### src/rtl/comb_seq_pkg.sv
// Shared types and constants for the factorial / permutation / power engine.
// The mode encodings match the calculator's operation-select field.
package comb_seq_pkg;

    localparam logic [1:0] MODE_FACT = 2'd0;
    localparam logic [1:0] MODE_PERM = 2'd1;
    localparam logic [1:0] MODE_POW  = 2'd2;
    localparam logic [1:0] MODE_RSVD = 2'd3;

    typedef enum logic [1:0] {
        IDLE = 2'd0,
        CALC = 2'd1,
        DONE = 2'd2
    } state_t;

    // Largest positive value of a signed w-bit result.
    function automatic logic [63:0] sat_max(input int w);
        return (64'd1 << (w - 1)) - 64'd1;
    endfunction

endpackage

### src/rtl/ovf_mult.sv
// Combinational unsigned multiply that flags any product which would not fit
// a signed WIDTH-bit result. Other calculator engines use it as well.
module ovf_mult
    import comb_seq_pkg::*;
#(
    parameter int WIDTH = 28
) (
    input  logic [WIDTH-1:0] a,
    input  logic [WIDTH-1:0] b,
    output logic [WIDTH-1:0] p,
    output logic             ovf
);

    localparam logic [2*WIDTH-1:0] LIMIT = (2*WIDTH)'(sat_max(WIDTH));

    logic [2*WIDTH-1:0] full;

    always_comb begin
        full = {{WIDTH{1'b0}}, a} * {{WIDTH{1'b0}}, b};
        p    = full[WIDTH-1:0];
        ovf  = full > LIMIT;
    end

endmodule

### src/rtl/comb_seq_unit.sv
// Sequential n!, P(n,k) and n^k engine: one multiply per clock, saturating
// on overflow, with operand errors reported alongside the result.
//
// state | meaning
// IDLE  | ready for a request; operands latched on valid_in
// CALC  | one multiply per clock until the counter expires or overflow
// DONE  | valid_out pulse cycle, then back to IDLE
module comb_seq_unit
    import comb_seq_pkg::*;
#(
    parameter int WIDTH = 28,
    parameter int CNT_W = WIDTH
) (
    input  logic                    clk,
    input  logic                    rst,
    input  logic signed [WIDTH-1:0] n,
    input  logic signed [WIDTH-1:0] k,
    input  logic [1:0]              mode,
    input  logic                    valid_in,
    output logic                    ready_in,
    output logic                    valid_out,
    output logic                    ovrflow,
    output logic                    err,
    output logic signed [WIDTH-1:0] d_out
);

    localparam logic [WIDTH-1:0] SAT = WIDTH'(sat_max(WIDTH));

    state_t           state;
    logic [1:0]       op_mode;
    logic [WIDTH-1:0] acc;
    logic [WIDTH-1:0] mult;
    logic [CNT_W-1:0] cnt;
    logic             err_q;

    logic [WIDTH-1:0] prod;
    logic             prod_ovf;

    logic             in_err;
    logic             pow_short;
    logic [CNT_W-1:0] init_cnt;
    logic [WIDTH-1:0] init_acc;

    ovf_mult #(.WIDTH(WIDTH)) u_mult (
        .a   (acc),
        .b   (mult),
        .p   (prod),
        .ovf (prod_ovf)
    );

    assign ready_in = (state == IDLE);

    // Request decode; only consumed on the accept edge.
    always_comb begin
        in_err = (n < 0)
              || (mode == MODE_RSVD)
              || (((mode == MODE_PERM) || (mode == MODE_POW)) && (k < 0))
              || ((mode == MODE_PERM) && (k > n));
        // 0^k and 1^k need no multiplies; the base itself is the answer.
        pow_short = (mode == MODE_POW) && ((n == 0) || (n == 1)) && (k > 0);
        init_cnt  = '0;
        case (mode)
            MODE_FACT: if (n > 1) init_cnt = CNT_W'(n - 1);
            MODE_PERM: init_cnt = CNT_W'(k);
            MODE_POW:  init_cnt = CNT_W'(k);
            default:   init_cnt = '0;
        endcase
        if (in_err || pow_short) init_cnt = '0;
        init_acc = pow_short ? $unsigned(n) : WIDTH'(1);
    end

    always_ff @(posedge clk or posedge rst) begin
        if (rst) begin
            state     <= IDLE;
            op_mode   <= MODE_FACT;
            acc       <= '0;
            mult      <= '0;
            cnt       <= '0;
            err_q     <= 1'b0;
            valid_out <= 1'b0;
            ovrflow   <= 1'b0;
            err       <= 1'b0;
            d_out     <= '0;
        end else begin
            case (state)
                IDLE: begin
                    if (valid_in) begin
                        op_mode <= mode;
                        mult    <= $unsigned(n);
                        acc     <= init_acc;
                        cnt     <= init_cnt;
                        err_q   <= in_err;
                        state   <= CALC;
                    end
                end
                CALC: begin
                    if (cnt == '0) begin
                        d_out     <= err_q ? '0 : $signed(acc);
                        err       <= err_q;
                        ovrflow   <= 1'b0;
                        valid_out <= 1'b1;
                        state     <= DONE;
                    end else if (prod_ovf) begin
                        // Early exit keeps latency bounded for large n.
                        d_out     <= $signed(SAT);
                        ovrflow   <= 1'b1;
                        err       <= 1'b0;
                        valid_out <= 1'b1;
                        state     <= DONE;
                    end else begin
                        acc <= prod;
                        cnt <= cnt - 1'b1;
                        if (op_mode != MODE_POW) mult <= mult - 1'b1;
                    end
                end
                DONE: begin
                    valid_out <= 1'b0;
                    state     <= IDLE;
                end
                default: state <= IDLE;
            endcase
        end
    end

endmodule

### config.mk
export PLATFORM = sky130hd
export DESIGN_NAME = comb_seq_unit
export DESIGN_NICKNAME = d
export VERILOG_FILES = /design/src/rtl/comb_seq_pkg.sv /design/src/rtl/ovf_mult.sv /design/src/rtl/comb_seq_unit.sv
export SDC_FILE = /design/constraint.sdc
export NUM_CORES = 2
export LEC_CHECK = 0
export ABC_AREA = 1
export CORE_ASPECT_RATIO = 1.1
export CORE_MARGIN = 2
export CORE_UTILIZATION = 41
export CTS_BUF_LIST = sky130_fd_sc_hd__clkbuf_8 sky130_fd_sc_hd__clkbuf_16
export DETAILED_ROUTE_END_ITERATION = 10
export DONT_BUFFER_PORTS = 1
export PLACE_DENSITY = 0.57
export REMOVE_ABC_BUFFERS = 1
export SETUP_SLACK_MARGIN = 0.15
export SYNTH_ARGS = -nofsm -noshare
export SYNTH_HDL_FRONTEND = slang
export SYNTH_SLANG_ARGS = --single-unit
### constraint.sdc
create_clock -name clk -period 7.82 [get_ports clk]
set_input_delay 1.564 -clock clk [delete_from_list [all_inputs] [get_ports clk]]
set_output_delay 1.564 -clock clk [all_outputs]
set_load 0.02 [all_outputs]
==> summary.md <==
Logic synthesis
- 36120 um^2 — Post-Syn Area
- 3.526% — Synth Area in Compound Gates
- sky130_fd_sc_hd__dfrtp_1 — prevailing post-synth register cell
- sky130_fd_sc_hd__fa_1 37%, sky130_fd_sc_hd__nand2_1 16%, sky130_fd_sc_hd__inv_1 15% — Synth area leaders
- sky130_fd_sc_hd__fa_1 — biggest area consumer among synthesized cells
- 37.35% — area share of the largest cell type after synthesis
- 8.313% — sequential area share after synthesis
- 5118 — Gate Count Post-Synth
- 23.18% — post-synthesis share of cell area spent on and, or, nand and nor gates
- 1581 x sky130_fd_sc_hd__nand2_1, 1445 x sky130_fd_sc_hd__inv_1, 674 x sky130_fd_sc_hd__fa_1 — cell types with the highest counts after synthesis
- 1.455% — post-synthesis share of cell area spent on xor and xnor gates
- 0 — Yosys warnings
- 100.0% — fraction of registers with async set/reset
- 7.058 um^2 — average cell area after synthesis
- 45.87% — arithmetic-cell share of the synthesized area counting full adders, half adders and majority gates
- 0 — EDFF count, synth
- 42 — count of unique library cells instantiated by Yosys
- sky130_fd_sc_hd__nand2_1 — most frequently used cell type in the post-synthesis netlist
- 120 — flip-flop and latch count after synthesis
- 0% — fraction of synthesized area in multiplexers
- adder cells — combinational family with the most area after synthesis

Clocking
- 4 — Clock H-tree levels
- sky130_fd_sc_hd__clkbuf_16 — clock tree root driver cell
- 0.07 ns — CTS clock-pin slew for the worst setup and hold paths
- 120 — clk sink count
- 2 — Clock Tree Buf Depth
- 0 — hold-fix buffer count after cts
- 17 — clock buffer count from CTS
- 0.46 ns — insertion delay of the later-clocked pin in the worst-skew pair
- yes — CTS tree

Placement
- 90650 um — total half-perimeter wirelength after legalization and detailed placement
- 6272 — cell count after placement
- 0 — PortBufs
- 0.1092 ns — pre-CTS worst setup slack
- 0.9339 — GP Congestion

Pwr
- 0.0001313 V — Max IR drop VDD
- 38.71 nW/um^2 — power per standard cell area
- 24.20 nW — Static Leak

Floorplan
- 114 — number of core rows
- 41.25% — Initial Util
- 87580 um^2 — Std-Cell Core Area
- 93 — IO Pins
- 315.3 um — vertical die dimension
- 90500 um^2 — die footprint
- 287.0 um — Die X-Extent

Timing
- 0.01765 ns — setup clock skew after layout
- 0.4698 ns — min setup slack post-route
- 24.46% — Worst slew margin
- 7.350 ns — final period demand of the worst path
- false — unrepaired setup endpoints after global routing
- 0 — final number of setup-violating endpoints
- 0 — Final Max Slew Viols
- 0 — final hold viol count
- 1.130 ns — Least-Margin Pin Slew
- 0 ns — accumulated negative setup slack
- 93.99% — share of the clock period used by the worst path after layout
- 136.1 MHz — maximum operating frequency

GRT
- 0 — total global routing overflow
- 0 — number of antenna violations at the first check in global routing
- 176400 um — global-route wire length before repair
- 65 — maximum number of pins on one net before global-route repair
- 31970 — via count of the first global-routing pass
- 25.09% — GRT Overall Usage

Drt
- 111000 um — final WL
- 17.54 um — routed length per placed instance
- 5 — drt pass-1 iters
- 1940 — number of violations reported at the end of detailed-routing iteration 0
- 0 — DRC violations left
- 4.830 — routed vias/inst
- 0 — Antenna Violating Nets Remaining
- 30560 — total vias in the final route

Hold path
- reg -> reg — path type of the worst min-delay path

Layout
- 11.31% — relative area change from synthesis to final layout
- 6135 — Final nets
- 0 — number of antenna diodes
- 6327 — final cell count without fillers
- 7.567% — layout cells sized above 1

Critical path
- 8 — maximum fanout along the worst path
- 0.54 ns — Largest stage delay, worst path
- reg -> reg — path type of the worst setup path
- 8.17 ns — critical path data required time
- flop — sort of element at the start of the critical path
- 7.70 ns — data arrival time at the worst-slack endpoint
- sky130_fd_sc_hd__dfrtp_2 — Critical Path Slowest Stage Cell
- sky130_fd_sc_hd__nand2_1 — most frequent cell on the critical path
- flop — CP Capture Type

Run
- 0 — total of max-cap violations

Run status
- completed — outcome

[registers in the layout (all words and copies together) (netlist names)]
name and cells:
op_mode 2, err 1, err_q 1, valid_out 1
acc 28, state 2, mult 28, d_out 28
ovrflow 1, cnt 28
[routing by layer]
| metal | track usage [%] | share of wire [%] | vias up | routed length [um] |
|---|---|---|---|---|
| met5 | 0 | 0 | - | 0 |
| met4 | 6.037 | 2.6 | 0 | 2883 |
| met3 | 2.192 | 4.7 | 135 | 5249 |
| met2 | 45.15 | 50 | 777 | 55850 |
| met1 | 32.53 | 42 | 15040 | 47000 |
| li1 | - | - | 14610 | - |
[power by group]
group          total (mW)  internal [mW]  switching [mW]
Clock               0.842          0.459           0.383
Combinational      0.0944         0.0276          0.0668
Sequential          0.620          0.620               0
Total                1.56           1.11           0.450
[logic make-up (layout without fill, tap and decap cells)]
| kind of cell | after synthesis | after routing |
|---|---|---|
| AND/OR/NAND/NOR | 2097 | 2097 |
| buffers and inverters | 1677 | 1726 |
| adder cells (fa/ha/maj) | 920 | 920 |
| AO/OA/AOI/OAI | 244 | 244 |
| flip-flops | 120 | 120 |
| XOR/XNOR | 60 | 60 |
[placed cells by master (no fill, tap or decap), types with 6 or more instances in the layout]
cell and count:
sky130_fd_sc_hd__nor2_4 6, sky130_fd_sc_hd__nor2_2 26, sky130_fd_sc_hd__nor3_1 17, sky130_fd_sc_hd__nand4_1 58, sky130_fd_sc_hd__xor2_1 29, sky130_fd_sc_hd__nand3b_1 14, sky130_fd_sc_hd__o21ai_0 120, sky130_fd_sc_hd__buf_12 51
sky130_fd_sc_hd__clkbuf_16 23, sky130_fd_sc_hd__fa_1 669, sky130_fd_sc_hd__inv_1 1443, sky130_fd_sc_hd__buf_4 168, sky130_fd_sc_hd__nor4_1 13, sky130_fd_sc_hd__nand2_2 14, sky130_fd_sc_hd__xnor2_1 31, sky130_fd_sc_hd__nor3_2 6
sky130_fd_sc_hd__nand3_1 111, sky130_fd_sc_hd__inv_2 12, sky130_fd_sc_hd__inv_8 7, sky130_fd_sc_hd__buf_6 10, sky130_fd_sc_hd__a21oi_1 96, sky130_fd_sc_hd__dfrtp_2 23, sky130_fd_sc_hd__ha_1 231, sky130_fd_sc_hd__nand2_1 1568
sky130_fd_sc_hd__nor2_1 248, sky130_fd_sc_hd__ha_4 12, sky130_fd_sc_hd__dfrtp_1 97
[worst paths after layout]
| check | startpoint | end | slack, ns | depth (start not counted) |
|---|---|---|---|---|
| worst max register to register | mult[4] | cnt[24] | 0.47 | 36 |
| worst min register to register | cnt[27] | cnt[27] | 0.48 | 2 |
| worst min-delay path | cnt[27] | cnt[27] | 0.48 | 2 |
| worst max-delay path | mult[4] | cnt[24] | 0.47 | 36 |
| min in group asynchronous | rst | err | 1.06 | 1 |
| max in group asynchronous | rst | acc[21] | 5.34 | 2 |
[layout make-up]
class / instances / area, um^2
Multi-Input combinational cell: 3321 / 27070
Tap cell: 1160 / 1451
Fill cell: 9149 / 47370
Clock inverter: 15 / 175.2
Clock buffer: 17 / 425.4
Sequential cell: 120 / 3032
Inverter: 1456 / 5470
Timing Repair Buffer: 238 / 2580
[metrics by stage]
| stage | utilization (%) | cell area (um^2) | total power, mW | hold WS (ns) |
|---|---|---|---|---|
| floorplan | - | 35210 | 0.7009 | 0.4419 |
| global placement | 44.45 | 38930 | 0.7259 | 0.4569 |
| detailed placement | 44.45 | 38930 | 0.7280 | 0.4637 |
| CTS | 45.14 | 39540 | 1.573 | 0.4833 |
| global route | 45.91 | 40210 | 1.614 | 0.5191 |
| finish | 45.91 | 40210 | 1.556 | 0.4839 |
[worst max-delay path, delay by kind of cell (launching register included)]
kind	cells	cell delay, ns
and+or+nand+nor	19	1.79
buffers and inverters	9	1.03
adders and majority gates	8	3.87
DFF	1	0.54
[what timing repair did]
| item | in CTS | in global routing |
|---|---|---|
| setup endpoints to repair | 95 | 117 |
| pin swaps | 0 | 20 |
| resized for setup | 2 | 105 |
| cloned | 0 | 6 |
| buffers inserted | 0 | 17 |
Note: power is estimated with default switching activity, not from simulation.
